===== src/rtl/j1_boot_pkg.sv =====
// j1 boot loader shared types.
// State encoding, error codes and default frame marker.
package j1_boot_pkg;

  typedef enum logic [3:0] {
    ST_SYNC,
    ST_CNT_H,
    ST_CNT_L,
    ST_DATA_H,
    ST_DATA_L,
    ST_WRITE,
    ST_CSUM,
    ST_RUN,
    ST_ERR
  } state_e;

  typedef enum logic [1:0] {
    ERR_NONE    = 2'b00,
    ERR_CSUM    = 2'b01,
    ERR_TIMEOUT = 2'b10,
    ERR_COUNT   = 2'b11
  } err_e;

  localparam logic [7:0] SYNC_BYTE_DEF = 8'hA5;

endpackage


===== src/rtl/j1_boot_timer.sv =====
// Inactivity counter for the boot loader.
// Raises expire_o while enabled and the count sits at TIMEOUT-1.
module j1_boot_timer #(
  parameter int TIMEOUT = 50_000_000
) (
  input  logic clk_i,
  input  logic rst_ni,
  input  logic clr_i,
  input  logic en_i,
  output logic expire_o
);

  localparam int TW = $clog2(TIMEOUT + 1);

  logic [TW-1:0] tmr_q, tmr_d;

  assign expire_o = en_i && (tmr_q == TW'(TIMEOUT - 1));

  always_comb begin
    tmr_d = tmr_q;
    if (clr_i) begin
      tmr_d = '0;
    end else if (en_i && !expire_o) begin
      tmr_d = tmr_q + TW'(1);
    end
  end

  always_ff @(posedge clk_i or negedge rst_ni) begin
    if (!rst_ni) begin
      tmr_q <= '0;
    end else begin
      tmr_q <= tmr_d;
    end
  end

endmodule


===== src/rtl/j1_boot_ctrl.sv =====
// j1 boot sequencer: loads a framed image into program RAM,
// checks its XOR checksum and releases the CPU from reset.
module j1_boot_ctrl
  import j1_boot_pkg::*;
#(
  parameter int          ADDR_W    = 13,
  parameter logic [7:0]  SYNC_BYTE = SYNC_BYTE_DEF,
  parameter int          TIMEOUT   = 50_000_000
) (
  input  logic              sys_clk_i,
  input  logic              sys_rst_i,
  input  logic [7:0]        rx_data_i,
  input  logic              rx_valid_i,
  output logic              rx_ready_o,
  input  logic              boot_req_i,
  output logic              cpu_rst_o,
  output logic              ld_we_o,
  output logic [ADDR_W-1:0] ld_addr_o,
  output logic [15:0]       ld_data_o,
  output logic              busy_o,
  output logic              done_o,
  output logic [1:0]        err_o
);

  localparam int CW = ADDR_W + 1;

  state_e            state_q, state_d;
  err_e              err_q, err_d;
  logic [CW-1:0]     cnt_q, cnt_d;
  logic [CW-1:0]     idx_q, idx_d;
  logic [CW-1:0]     idx_inc;
  logic [7:0]        hi_q, hi_d;
  logic [7:0]        csum_q, csum_d;
  logic              we_q, we_d;
  logic [ADDR_W-1:0] addr_q, addr_d;
  logic [15:0]       data_q, data_d;
  logic [15:0]       n16;
  logic              acc;
  logic              busy;
  logic              expire;
  logic              cnt_bad;

  assign rx_ready_o = state_q inside {ST_SYNC, ST_CNT_H, ST_CNT_L,
                                      ST_DATA_H, ST_DATA_L, ST_CSUM};
  assign busy       = state_q inside {ST_CNT_H, ST_CNT_L, ST_DATA_H,
                                      ST_DATA_L, ST_WRITE, ST_CSUM};
  assign acc        = rx_valid_i & rx_ready_o;

  assign n16     = {hi_q, rx_data_i};
  assign cnt_bad = (n16 == 16'd0) || (32'(n16) > (32'd1 << ADDR_W));
  assign idx_inc = idx_q + CW'(1);

  assign cpu_rst_o = (state_q != ST_RUN);
  assign done_o    = (state_q == ST_RUN);
  assign busy_o    = busy;
  assign err_o     = err_q;
  assign ld_we_o   = we_q;
  assign ld_addr_o = addr_q;
  assign ld_data_o = data_q;

  // Held clear outside a load so every load starts from zero.
  j1_boot_timer #(
    .TIMEOUT (TIMEOUT)
  ) u_timer (
    .clk_i    (sys_clk_i),
    .rst_ni   (sys_rst_i),
    .clr_i    (acc | ~busy),
    .en_i     (busy),
    .expire_o (expire)
  );

  always_comb begin
    state_d = state_q;
    err_d   = err_q;
    cnt_d   = cnt_q;
    idx_d   = idx_q;
    hi_d    = hi_q;
    csum_d  = csum_q;
    we_d    = 1'b0;
    addr_d  = addr_q;
    data_d  = data_q;
    unique case (state_q)
      ST_SYNC: begin
        if (acc && rx_data_i == SYNC_BYTE) begin
          state_d = ST_CNT_H;
          csum_d  = '0;
          idx_d   = '0;
        end
      end
      ST_CNT_H: begin
        if (acc) begin
          hi_d    = rx_data_i;
          state_d = ST_CNT_L;
        end
      end
      ST_CNT_L: begin
        if (acc) begin
          if (cnt_bad) begin
            state_d = ST_ERR;
            err_d   = ERR_COUNT;
          end else begin
            cnt_d   = CW'(n16);
            state_d = ST_DATA_H;
          end
        end
      end
      ST_DATA_H: begin
        if (acc) begin
          hi_d    = rx_data_i;
          csum_d  = csum_q ^ rx_data_i;
          state_d = ST_DATA_L;
        end
      end
      ST_DATA_L: begin
        if (acc) begin
          csum_d  = csum_q ^ rx_data_i;
          we_d    = 1'b1;
          addr_d  = idx_q[ADDR_W-1:0];
          data_d  = {hi_q, rx_data_i};
          state_d = ST_WRITE;
        end
      end
      ST_WRITE: begin
        idx_d   = idx_inc;
        state_d = (idx_inc == cnt_q) ? ST_CSUM : ST_DATA_H;
      end
      ST_CSUM: begin
        if (acc) begin
          if (rx_data_i == csum_q) begin
            state_d = ST_RUN;
          end else begin
            state_d = ST_ERR;
            err_d   = ERR_CSUM;
          end
        end
      end
      ST_RUN, ST_ERR: begin
        if (boot_req_i) begin
          state_d = ST_SYNC;
          err_d   = ERR_NONE;
        end
      end
      default: state_d = ST_SYNC;
    endcase
    // A byte accepted on the expiry cycle beats the timeout.
    if (expire && !acc) begin
      state_d = ST_ERR;
      err_d   = ERR_TIMEOUT;
      we_d    = 1'b0;
    end
  end

  always_ff @(posedge sys_clk_i or negedge sys_rst_i) begin
    if (!sys_rst_i) begin
      state_q <= ST_SYNC;
      err_q   <= ERR_NONE;
      cnt_q   <= '0;
      idx_q   <= '0;
      hi_q    <= '0;
      csum_q  <= '0;
      we_q    <= 1'b0;
      addr_q  <= '0;
      data_q  <= '0;
    end else begin
      state_q <= state_d;
      err_q   <= err_d;
      cnt_q   <= cnt_d;
      idx_q   <= idx_d;
      hi_q    <= hi_d;
      csum_q  <= csum_d;
      we_q    <= we_d;
      addr_q  <= addr_d;
      data_q  <= data_d;
    end
  end

endmodule


===== config.mk =====
export PLATFORM = sky130hd
export DESIGN_NAME = j1_boot_ctrl
export DESIGN_NICKNAME = d
export VERILOG_FILES = /design/src/rtl/j1_boot_pkg.sv /design/src/rtl/j1_boot_timer.sv /design/src/rtl/j1_boot_ctrl.sv
export SDC_FILE = /design/constraint.sdc
export NUM_CORES = 1
export LEC_CHECK = 0
export ABC_AREA = 1
export CAP_MARGIN = 20
export CELL_PAD_IN_SITES_DETAIL_PLACEMENT = 1
export CELL_PAD_IN_SITES_GLOBAL_PLACEMENT = 1
export CORE_UTILIZATION = 43
export DETAILED_ROUTE_END_ITERATION = 10
export PLACE_DENSITY = 0.76
export SLEW_MARGIN = 10
export SYNTH_ARGS = -nofsm -noshare
export SYNTH_HDL_FRONTEND = slang
export SYNTH_SLANG_ARGS = --single-unit

===== constraint.sdc =====
create_clock -name sys_clk_i -period 2.6 [get_ports sys_clk_i]
set_clock_uncertainty 0.15 [all_clocks]
set_input_delay 0.52 -clock sys_clk_i [delete_from_list [all_inputs] [get_ports sys_clk_i]]
set_output_delay 0.52 -clock sys_clk_i [all_outputs]
set_load 0.03 [all_outputs]

* Yosys cells after proc, flatten, opt, wreduce, memory -nomap -nowiden
Index checks and enable logic that the tools add are counted.
** Cells by class
- Reduce and logical (&&, ||, !) cells :: 25
- Equal/unequal tests :: 24
- Magnitude comparators :: 1
- Add/sub/neg operators :: 2
- Bitwise operators :: 5
- Muxes and demuxes :: 29
** Operators by type and width (count)
- $mux 26 :: 2
- $mux 4 :: 10
- $pmux 4 s8 :: 1
- $pmux 14 s2 :: 1
- $add 26x1->26 const B :: 1
- $eq 26x26->1 const B :: 1
- $ne 3x2->1 const B :: 7
- $eq 4x3->1 const B :: 4
- $gt 16x14->1 const B :: 1
- $logic_not 16->1 :: 1
- $mux 8 :: 2
- $pmux 8 s2 :: 1
- $add 14x1->14 const B :: 1
- $eq 14x14->1 :: 1
- $mux 14 :: 1
- $mux 2 :: 6
- $reduce_bool 6->1 :: 2
- $eq 4x2->1 const B :: 2
- $eq 8x8->1 :: 1
- $eq 8x8->1 const B :: 1
- $xor 8x8->8 :: 1
- $reduce_and 7->1 :: 1
- $pmux 2 s3 :: 1
- $reduce_and 2->1 :: 3
- other kinds (20) :: 33
** Word-level totals
- Output and inout bits :: 36
- Bits in registers :: 106
- Bits of input ports :: 12
- Word-level logic and storage cells :: 96

* Logic depth before layout (Yosys ltp)
Gate-level depths: netlist of the first run.
- Word-level depth :: 7
- Depth in mapped cells :: 16
- Depth with buffers taken out :: 16

* By module
A second synthesis of the first run with hierarchy kept.
** Second synthesis, totals
- Cell total of the unflattened synthesis :: 767
- Area total of the unflattened synthesis :: 5884.4 sq um
** By module, submodules not included
- j1_boot_ctrl :: times used 1, cells each 485, area an instance 4062.6 sq um
- j1_boot_timer :: times used 1, cells each 282, area an instance 1821.7 sq um

* Worst setup path before layout of the first run
Ideal clock, no wire load.
- Kind :: register to register
- Start :: register state_q[3]
- End :: register err_q[1], in the netlist err_o[1]
- Path buffers :: 0
- Library setup time :: 0.132 ns
- Arrival time :: 1.918 ns
- Path slack :: 0.400 ns
- Stages on the path, launching flop included :: 12
- Path through :: dfrtp_1 > inv_2 > nand2_2 > nor2_1 > inv_2 > nand2_1 > or2_1 > nor2_1 > nor3_2 > nand3_1 > nand2_1 > o211ai_1
** RTL lines
- from (decl) :: line j1_boot_ctrl.sv:27 : state_e state_q, state_d;
- from (signal assigned) :: line j1_boot_ctrl.sv:165 : state_q <= state_d;
- $eq 4x3->1 *
- via done_o :: line j1_boot_ctrl.sv:21 : output logic done_o,
- $reduce_or 2->1 * :: line j1_boot_ctrl.sv:82 : unique case (state_q)
- $ne 3x3->1 (no source line), or another cell as far along
- $reduce_and 6->1 (no source line) / $mux 2 (equally long branches)
- to (signal assigned) :: line j1_boot_ctrl.sv:166 : err_q <= err_d;
- to (decl) :: line j1_boot_ctrl.sv:28 : err_e err_q, err_d;
The timed path passes the listed nets; every way through them passes the cells marked *.
A chain may end at the register's enable or synchronous reset.

* Worst setup path after layout of the first run
- Start :: register state_q[3]
- End :: output rx_ready_o
** Between the ends
- Longest elaborated chain between the ends :: 2
** Ends and longest elaborated chain
- $eq 4x1->1, or another cell as far along :: line j1_boot_ctrl.sv:43 : assign rx_ready_o = state_q inside {ST_SYNC, ST_CNT_H, ST_CNT_L,
- $reduce_bool 6->1 * :: line j1_boot_ctrl.sv:43
- to (decl) :: line j1_boot_ctrl.sv:14 : output logic rx_ready_o,
Every way passes the cells marked *; elsewhere a longest branch is shown, timed or not.

==> results of run 1 <==
cell type report:
class / count / area share, %
multi-input cells: 494 / 36.5
well taps: 168 / 3.22
inverters: 82 / 4.72
repair buffers: 66 / 10.1
flip-flops and latches: 106 / 40.7
clock buffers: 14 / 3.89
clock inverters: 2 / 0.921
per-stage QoR:
step	hold WS [ns]	power, mW	utilization (%)
3_5_place_dp	0.319	6.04	51.2
2_1_floorplan	0.0744	4.83	-
6_report	0.320	7.51	53.9
3_3_place_gp	0.308	5.85	51.2
5_1_grt	0.352	8.09	53.9
4_1_cts	0.327	7.57	53.9
where the power goes:
part	leakage [nW]	internal (mW)	switching, mW	total (mW)
registers	1.39	2.11	0.424	2.53
clock network	0.151	0.873	0.607	1.48
logic	1.48	1.21	2.30	3.50
total	3.02	4.19	3.33	7.51
worst max-delay path: stages (launching register included):
cell	delay, ns
dfrtp_1	0.40
buf_4	0.16
a21oi_2	0.16
clkdlybuf4s50_1	0.70
state kept, by name, indices dropped and copies added, names as in the netlist:
name           flops
u_timer.tmr_q     26
ld_addr_o         13
idx_q             14
cnt_q             14
ld_data_o         16
ld_we_o            1
err_o              2
hi_q               8
csum_q             8
state_q            4
routing by layer:
layer	GRT usage [%]	routed length, µm
met1	32.3	6940
met5	0	0
met3	5.24	414
met2	42.7	7370
met4	7.79	211
repair_timing:
item,4_1_cts,5_1_grt
endpoints found under the hold margin,32,0
hold buffers,1,0
gates resized for setup,2,4
endpoints found under the setup margin,2,2
cells in the final DEF (no fill, tap or decap), drive strengths merged, types with 7 or more instances in the layout:
cell type	n
clkbuf	15
buf	19
nand3b	7
nor4	9
nand3	52
clkdlybuf4s50	43
nand2	189
nor2	68
inv	82
o21ai	81
dfrtp	106
nor3	13
o22ai	8
a21oi	25
nand4	14
kinds of logic (layout without fill, tap and decap cells):
family / after synthesis / after routing / synth area share [%]
and+or+nand+nor: 354 / 354 / 28.6
AOI/OAI and AO/OA: 129 / 129 / 13.5
DFF: 106 / 106 / 49.1
buffers and inverters: 96 / 164 / 6.92
xor gates and xnor gates: 9 / 9 / 1.46
adders and majority gates: 2 / 2 / 0.463
path summary, 6_finish.rpt:
check	startpoint	end	slack (ns)	cells after the start
min reg2reg	u_timer.tmr_q[22]	u_timer.tmr_q[22]	0.32	1
min in group asynchronous	sys_rst_i	ld_data_o[10]	0.51	2
max in group asynchronous	sys_rst_i	state_q[0]	1.22	3
min	u_timer.tmr_q[22]	u_timer.tmr_q[22]	0.32	1
max reg2reg	idx_q[0]	state_q[0]	0.27	14
max	state_q[3]	rx_ready_o	0.15	3
==> summary.md, run 1 <==
| Metric | Value |
|---|---|
| Count of vias placed by the detailed router | `4,906` |
| Number of buffers created by CTS | `9` |
| Placed instance area | `6200 µm²` |
| Share of layout cells above drive strength 1 | `8.25%` |
| Count of H-tree levels built during CTS | `3` |
| Width of the die | `114 µm` |
| Share of async-settable or async-resettable flops after synthesis | `100%` |
| Path class of the lowest-slack min-delay path | `register to register` |
| TritonCTS clock tree | `done` |
| Cell type with the largest total area after synthesis | `dfrtp_1` |
| Std-Cell Rows | `40` |
| Endpoint class of the critical path | `primary output` |
| HPWL reported at the end of detailed placement | `11,000 µm` |
| Post-synthesis average cell area | `7.77 µm²` |
| Initial core utilization | `44.6%` |
| Type of the worst setup path | `register to primary output` |
| Synth Flop Type | `dfrtp_1` |
| Master cell of the clock root buffer | `clkbuf_16` |
| Routed vias/inst | `5.26` |
| Wire length of the first global-routing pass | `25,600 µm` |
| Placer's final routability congestion estimate | `0.891` |
| Synth top area cells | `dfrtp_1 49%, nand2_1 13%, inv_1 4.9%` |
| Number of standard cells after synthesis | `696` |
| I/O Pins | `48` |
| Clock buffer depth | `2` |
| Overall routed net length | `14,900 µm` |
| Worst slew margin | `61.6%` |
| Count of port buffers added during placement | `47` |
| Fraction of the yosys area taken by sequential cells | `49.1%` |
| Antenna-violating nets left | `0` |
| Clock Pin Slew Worst Setup and Hold Paths | `0.07 ns` |
| Number of antenna violations at the first check in global routing | `0` |
| Critical path data arrival time | `1.78 ns` |
| Iteration count of the initial detailed-routing pass | `4` |
| Sum of negative setup slack | `0 ns` |
| Biggest fanout along the worst timing path | `5` |
| NumNets Final | `773` |
| Later-pin clock latency in the skew report | `0.36 ns` |
| Max Fclk | `409 MHz` |
| Leakage power | `3.02 nW` |
| Final Hold Fails | `0` |
| Type of element launching the critical path | `register` |
| Area Growth Syn to Fin | `20.7%` |
| Syn nets | `710` |
| Most used standard cell by instance count after synthesis | `nand2_1` |
| Register area | `2650 µm²` |
| Final standard cell count with taps included and fillers excluded | `932` |
| Required time of the critical path | `1.93 ns` |
| Synth Cell Area | `5410 µm²` |
| Initial DRC Count | `216` |
| Number of pins with negative max-slew slack in the final report | `0` |
| Place WS | `0.0627 ns` |
| Total setup violations reported at the end of the flow | `0` |
| Footprint of the multi-input gates | `2380 µm²` |
| Die ar. | `13,000 µm²` |
| Tcrit/Tclk final | `94.1%` |
| Number of unique standard cell types used by synthesis | `39` |
| Wirelength per Cell | `16.0 µm` |
| Drc violations | `0` |
| Final Worst Setup Slack | `0.153 ns` |
| Clock sink count | `106` |
| Buffer count from post-CTS setup fixing | `0` |
| Fillers | `1,526` |
| Power Density | `1150 nW/µm²` |
| Largest net degree at the start of global routing | `58` |
| Total gr overflow | `0` |
| Slew at the pin closest to its max-slew limit | `0.571 ns` |
| Fraction of post-synthesis cell area in the top cell type by area | `49.1%` |
| Die height | `114 µm` |
| Core Box Area | `12,100 µm²` |
| Largest vdd supply drop | `513 µV` |
| Status | `finished, final reports clean` |
| Total Routing Usage GR | `25.2%` |
| Number of global-route vias before repair | `5,261` |
| Cell Count Post-Placement | `915` |
| Register bit total from synthesis | `106` |
| Top post-synthesis cells by count | `186 x nand2_1, 106 x dfrtp_1, 70 x inv_1, 62 x nor2_1` |
| RSZ-0062 raised after global routing | `no` |
| Number of flops mapped to enable cells by yosys | `0` |
| Warnings from Yosys | `0` |
| Ant diodes | `0` |
| Minimum clock period after layout | `2.45 ns` |
| Number of max-cap violations | `0` |
| Final Cell Area | `6520 µm²` |
Power figures use the tool's default switching activity.
==> run 2, diff against run 1 <==
--- a/config.mk
+++ b/config.mk
@@ -12,6 +12,7 @@
 export CORE_UTILIZATION = 43
 export DETAILED_ROUTE_END_ITERATION = 10
 export PLACE_DENSITY = 0.76
+export SKIP_CTS_REPAIR_TIMING = 1
 export SLEW_MARGIN = 10
 export SYNTH_ARGS = -nofsm -noshare
 export SYNTH_HDL_FRONTEND = slang
==> run 2 against run 1 <==
Compared with the run above: final cell count unchanged; sequential share of layout area decreased by 0.070 points; clock-buffer cell count unchanged; global-route usage is essentially flat.
==> summary.md, run 2 (synthesized netlist as in run 1, its figures left out) <==
| Metric | Value |
|---|---|
| RSZ-0062 raised after global routing | `no` |
| Routed vias/inst | `5.26 (-0.16%)` |
| Count of vias placed by the detailed router | `4,898 (-0.16%)` |
| Wirelength per Cell | `16.0 µm (+0.13%)` |
| Std-Cell Rows | `40 (unchanged)` |
| Clock Pin Slew Worst Setup and Hold Paths | `0.07 ns (about the same)` |
| Largest vdd supply drop | `513 µV (about the same)` |
| Slew at the pin closest to its max-slew limit | `0.573 ns (+0.00265 ns)` |
| Count of port buffers added during placement | `47 (unchanged)` |
| Minimum clock period after layout | `2.45 ns (+0.00148 ns)` |
| Area Growth Syn to Fin | `20.9%` |
| Status | `finished, final reports clean` |
| Overall routed net length | `15,000 µm (+0.13%)` |
| List of cells traversed by the critical path | `nor2_2, inv_2, nor2_1, inv_1, nand2_1, dlymetal6s2s_1` |
| Max Fclk | `408 MHz (about the same)` |
| Share of layout cells above drive strength 1 | `8.12% (-0.13 points)` |
| Iteration count of the initial detailed-routing pass | `4 (unchanged)` |
| Type of element launching the critical path | `register` |
| Endpoint class of the critical path | `primary output` |
| Pwr Total | `7.53 mW (+0.16%)` |
| Sum of negative setup slack | `0 ns (unchanged)` |
| Number of max-cap violations | `0 (unchanged)` |
| Clock sink count | `106 (unchanged)` |
| Tcrit/Tclk final | `94.2% (about the same)` |
| Leakage power | `3.05 nW (+0.92%)` |
| Antenna-violating nets left | `0 (unchanged)` |
| Placer's final routability congestion estimate | `0.891 (unchanged)` |
| Placed instance area | `6200 µm² (unchanged)` |
| Commonest cells after routing, fill and taps aside | `186 x nand2_1, 105 x dfrtp_1, 70 x inv_1` |
| NumNets Final | `773 (unchanged)` |
| Critical path data arrival time | `1.78 ns (about the same)` |
| Path class of the lowest-slack min-delay path | `register to register` |
| Count of H-tree levels built during CTS | `3 (unchanged)` |
| Register name with the most flops | `u_timer.tmr_q` |
| Number of global-route vias before repair | `5,259 (-0.038%)` |
| Die height | `114 µm (unchanged)` |
| Later-pin clock latency in the skew report | `0.35 ns (about the same)` |
| Required time of the critical path | `1.93 ns (about the same)` |
| Slowest library cell on the worst path | `dfrtp_1` |
| Final core area utilization | `54.0% (+0.093 points)` |
| Wire length of the first global-routing pass | `25,500 µm (about the same)` |
| Die ar. | `13,000 µm² (unchanged)` |
| Type of the worst setup path | `register to primary output` |
| TritonCTS clock tree | `done` |
| Number of pins with negative max-slew slack in the final report | `0 (unchanged)` |
| Largest stage delay on the critical path | `0.48 ns (-0.22 ns)` |
| Drc violations | `0 (unchanged)` |
| Biggest fanout along the worst timing path | `6 (+1)` |
| Width of the die | `114 µm (unchanged)` |
| Largest net degree at the start of global routing | `58 (unchanged)` |
| Master cell of the clock root buffer | `clkbuf_16` |
| Core Box Area | `12,100 µm² (unchanged)` |
| Total Routing Usage GR | `25.1% (about the same)` |
| Most common cell after layout, fill and taps aside | `nand2_1` |
| Final Hold Fails | `0 (unchanged)` |
| Number of antenna violations at the first check in global routing | `0 (unchanged)` |
| Worst slew margin | `61.4% (-0.18 points)` |
| I/O Pins | `48 (unchanged)` |
| Ant diodes | `0 (unchanged)` |
| Initial core utilization | `44.6% (unchanged)` |
| Initial DRC Count | `207 (-4.2%)` |
| Final Cell Area | `6540 µm² (+0.17%)` |
| Number of buffers created by CTS | `9 (unchanged)` |
| Total gr overflow | `0 (unchanged)` |
| Total setup violations reported at the end of the flow | `0 (unchanged)` |
| Power Density | `1150 nW/µm² (about the same)` |
| HPWL reported at the end of detailed placement | `11,000 µm (unchanged)` |
| Clock buffer depth | `2 (unchanged)` |
| Number of flip-flops under the largest register name | `26 (unchanged)` |
[run 2: changes by cell type in the layout (fill, tap and decap cells not counted)]
cell and delta:
dlygate4sd2_1 -1, clkbuf_2 -1, dlymetal6s2s_1 +2
[run 2: critical path: cells and delay by family (launching register included)]
family	cells	cell delay, ns
buf+inv	3	0.49
flops	1	0.48
simple gates	3	0.46
[run 2: routing by layer]
| metal | up-vias | track usage, % | share of wire (%) |
|---|---|---|---|
| met1 | 2391 | 32.3 | 46 |
| met3 | 16 | 5.24 | 2.7 |
| li1 | 2422 | - | - |
| met5 | - | 0 | 0 |
| met4 | 0 | 7.79 | 1.5 |
| met2 | 69 | 42.7 | 49 |
[run 2: per-stage QoR]
| step | setup slack [ns] | hold WS [ns] | cells |
|---|---|---|---|
| after floorplan | 0.400 | 0.0744 | 696 |
| after global placement | 0.152 | 0.308 | 915 |
| after detailed placement | 0.0627 | 0.319 | 915 |
| after CTS | -0.214 | -0.0220 | 931 |
| after global routing | 0.0227 | 0.352 | 932 |
| final | 0.152 | 0.320 | 932 |
[run 2: final timing paths]
| path | start | end | slack, ns | depth (start not counted) |
|---|---|---|---|---|
| worst max register to register | idx_q[0] | state_q[0] | 0.27 | 14 |
| worst max-delay path | state_q[2] | busy_o | 0.15 | 6 |
| max in group asynchronous | sys_rst_i | state_q[0] | 1.22 | 3 |
| min in group asynchronous | sys_rst_i | ld_data_o[10] | 0.51 | 2 |
| worst min register to register | u_timer.tmr_q[22] | u_timer.tmr_q[22] | 0.32 | 1 |
| worst min-delay path | u_timer.tmr_q[22] | u_timer.tmr_q[22] | 0.32 | 1 |
[run 2: power by group]
part           switching (mW)  total (mW)  internal [mW]
clock network           0.606        1.48          0.873
logic                    2.30        3.51           1.21
registers               0.425        2.53           2.11
total                    3.33        7.53           4.20
[run 2: final cells by class]
| class | count | area [µm²] |
|---|---|---|
| sequential | 106 | 2650 |
| clock buffer | 14 | 254 |
| inverter | 82 | 308 |
| fill | 1527 | 5580 |
| multi-input combinational | 494 | 2380 |
| tap | 168 | 210 |
| timing repair buffer | 66 | 671 |
| clock inverter | 2 | 60.1 |
==> run 3, diff against run 2 <==
--- a/config.mk
+++ b/config.mk
@@ -11,6 +11,7 @@
 export CELL_PAD_IN_SITES_GLOBAL_PLACEMENT = 1
 export CORE_UTILIZATION = 43
 export DETAILED_ROUTE_END_ITERATION = 10
+export MAX_ROUTING_LAYER = met4
 export PLACE_DENSITY = 0.76
 export SKIP_CTS_REPAIR_TIMING = 1
 export SLEW_MARGIN = 10
==> run 3 against run 2 <==
Compared with the run above: wire length is 0.19% higher; sequential cell count stayed put; final cell count stayed put; global-route usage is 0.69 points higher; via count is 0.12% lower; register-to-register slack worse by 0.02 ns; utilization stayed put; power is 0.12% higher; hold slack hardly changed; first-iteration DRC count is 3.9% higher; maximum frequency hardly changed; sequential share of layout area stayed put.
==> summary.md, run 3 (synthesized netlist as in run 1, its figures left out) <==
| Metric | Value |
|---|---|
| Status | `finished, final reports clean` |
| Leakage power | `3.05 nW (unchanged)` |
| TritonCTS clock tree | `done` |
| Ant diodes | `0 (unchanged)` |
| Most common cell after layout, fill and taps aside | `nand2_1` |
| Area Growth Syn to Fin | `20.9% (unchanged)` |
| Overall routed net length | `15,000 µm (+0.19%)` |
| Commonest cells after routing, fill and taps aside | `186 x nand2_1, 105 x dfrtp_1, 70 x inv_1` |
| Type of element launching the critical path | `register` |
| Power Density | `1150 nW/µm² (+0.12%)` |
| Endpoint class of the critical path | `primary output` |
| Max layer used | `met4` |
| I/O Pins | `48 (unchanged)` |
| Master cell of the clock root buffer | `clkbuf_16` |
| Number of max-cap violations | `0 (unchanged)` |
| Tcrit/Tclk final | `94.2% (about the same)` |
| Core Box Area | `12,100 µm² (unchanged)` |
| Initial core utilization | `44.6% (unchanged)` |
| Type of the worst setup path | `register to primary output` |
| Drc violations | `0 (unchanged)` |
| R2r endpoint | `state_q[0]` |
| Pwr Total | `7.53 mW (+0.12%)` |
| Wire length on met2 | `7390 µm (about the same)` |
| Path class of the lowest-slack min-delay path | `register to register` |
| Final standard cell count with taps included and fillers excluded | `932 (unchanged)` |
| Die ar. | `13,000 µm² (unchanged)` |
| Biggest fanout along the worst timing path | `6 (unchanged)` |
| Antenna-violating nets left | `0 (unchanged)` |
| Routed vias/inst | `5.25 (-0.12%)` |
| Required time of the critical path | `1.93 ns (about the same)` |
| Final Hold Fails | `0 (unchanged)` |
| Wirelength per Cell | `16.1 µm (+0.19%)` |
| Minimum clock period after layout | `2.45 ns (+0.00104 ns)` |
| Largest net degree at the start of global routing | `58 (unchanged)` |
| Count of vias placed by the detailed router | `4,892 (-0.12%)` |
| Die height | `114 µm (unchanged)` |
| Register name with the most flops | `u_timer.tmr_q` |
| Number of global-route vias before repair | `5,271 (+0.23%)` |
| FF-to-FF setup slack | `0.25 ns (-0.02 ns)` |
| Number of antenna violations at the first check in global routing | `0 (unchanged)` |
| RSZ-0062 raised after global routing | `no` |
| Iteration count of the initial detailed-routing pass | `4 (unchanged)` |
| Clock sink count | `106 (unchanged)` |
| Cell Count Post-Placement | `915 (unchanged)` |
| Clock buffer depth | `2 (unchanged)` |
| Worst slew margin | `60.8% (-0.67 points)` |
| Sum of negative setup slack | `0 ns (unchanged)` |
| Min-Delay Endpoint | `u_timer.tmr_q[22]` |
| Wire length of the first global-routing pass | `25,500 µm (-0.22%)` |
| Clock Pin Slew Worst Setup and Hold Paths | `0.07 ns (about the same)` |
| Total Routing Usage GR | `25.8% (+0.69 points)` |
| Slew at the pin closest to its max-slew limit | `0.583 ns (+0.00999 ns)` |
| Std-Cell Rows | `40 (unchanged)` |
| Initial DRC Count | `215 (+3.9%)` |
| Reg2reg path depth | `14 (unchanged)` |
| Total gr overflow | `0 (unchanged)` |
| NumNets Final | `773 (unchanged)` |
| Max Fclk | `408 MHz (about the same)` |
| HPWL reported at the end of detailed placement | `11,000 µm (unchanged)` |
| Count of port buffers added during placement | `47 (unchanged)` |
| Critical hold path startpoint | `u_timer.tmr_q[22]` |
| Final core area utilization | `54.0% (unchanged)` |
| Reg2reg start | `idx_q[0]` |
| Total setup violations reported at the end of the flow | `0 (unchanged)` |
| Placer's final routability congestion estimate | `0.906 (+1.7%)` |
| WL met3 | `365 µm (-9.9%)` |
| Fillers | `1,527 (unchanged)` |
| Number of pins with negative max-slew slack in the final report | `0 (unchanged)` |
| Number of buffers created by CTS | `9 (unchanged)` |
| Width of the die | `114 µm (unchanged)` |
| Worst hold path stage count | `1 (unchanged)` |
| Number of flip-flops under the largest register name | `26 (unchanged)` |
| Critical path data arrival time | `1.78 ns (about the same)` |
| Count of H-tree levels built during CTS | `3 (unchanged)` |
| Largest vdd supply drop | `513 µV (+0.13%)` |
| Share of layout cells above drive strength 1 | `8.12% (unchanged)` |
| Later-pin clock latency in the skew report | `0.35 ns (about the same)` |
| Wl on met1 | `6960 µm (+0.32%)` |
==> run 3: cell counts in the layout (fill, tap and decap cells not counted) <==
Identical to the previous run, type by type.
==> run 3: worst max-delay path: stages, from the launching register on <==
cell and delay (ns):
dfrtp_1 0.48, nor2_2 0.26, inv_2 0.10, nor2_1 0.12, inv_1 0.08, nand2_1 0.08, dlymetal6s2s_1 0.31
==> run 3: through the flow <==
stage,hold slack (ns),setup WS (ns),area [µm²]
4_1_cts,-0.0220,-0.214,6520
3_5_place_dp,0.319,0.0627,6200
3_3_place_gp,0.308,0.152,6200
5_1_grt,0.351,0.0276,6540
2_1_floorplan,0.0744,0.400,5410
6_report,0.320,0.151,6540
==> run 3: worst max-delay path by stage <==
stage          cells after the start  slack, ns    startpoint         end
2_1_floorplan                     11       0.40    state_q[3]    err_o[1]
3_3_place_gp                       7       0.15  rx_data_i[5]   idx_q[13]
3_5_place_dp                       9       0.06  rx_data_i[5]  state_q[0]
4_1_cts                            6      -0.21    state_q[2]      busy_o
5_1_grt                            6       0.03    state_q[2]      busy_o
6_report                           6       0.15    state_q[2]      busy_o
==> run 3: where the power goes <==
group          internal, mW  leakage [nW]  switching, mW
Sequential             2.11          1.39          0.426
Combinational          1.21          1.51           2.30
Clock                 0.873         0.151          0.609
==> run 3: layout make-up <==
| cell class | count | area [µm²] | area share [%] |
|---|---|---|---|
| Clock buffer | 14 | 254 | 3.89 |
| Clock inverter | 2 | 60.1 | 0.919 |
| Inverter | 82 | 308 | 4.71 |
| Multi-Input combinational cell | 494 | 2380 | 36.4 |
| Sequential cell | 106 | 2650 | 40.6 |
| Tap cell | 168 | 210 | 3.22 |
| Timing Repair Buffer | 66 | 671 | 10.3 |
==> run 3: layer usage <==
| layer | up-vias | GRT usage (%) |
|---|---|---|
| li1 | 2421 | - |
| met1 | 2391 | 32.5 |
| met2 | 59 | 42.5 |
| met3 | 21 | 4.13 |
| met4 | 0 | 8.83 |
| met5 | - | - |
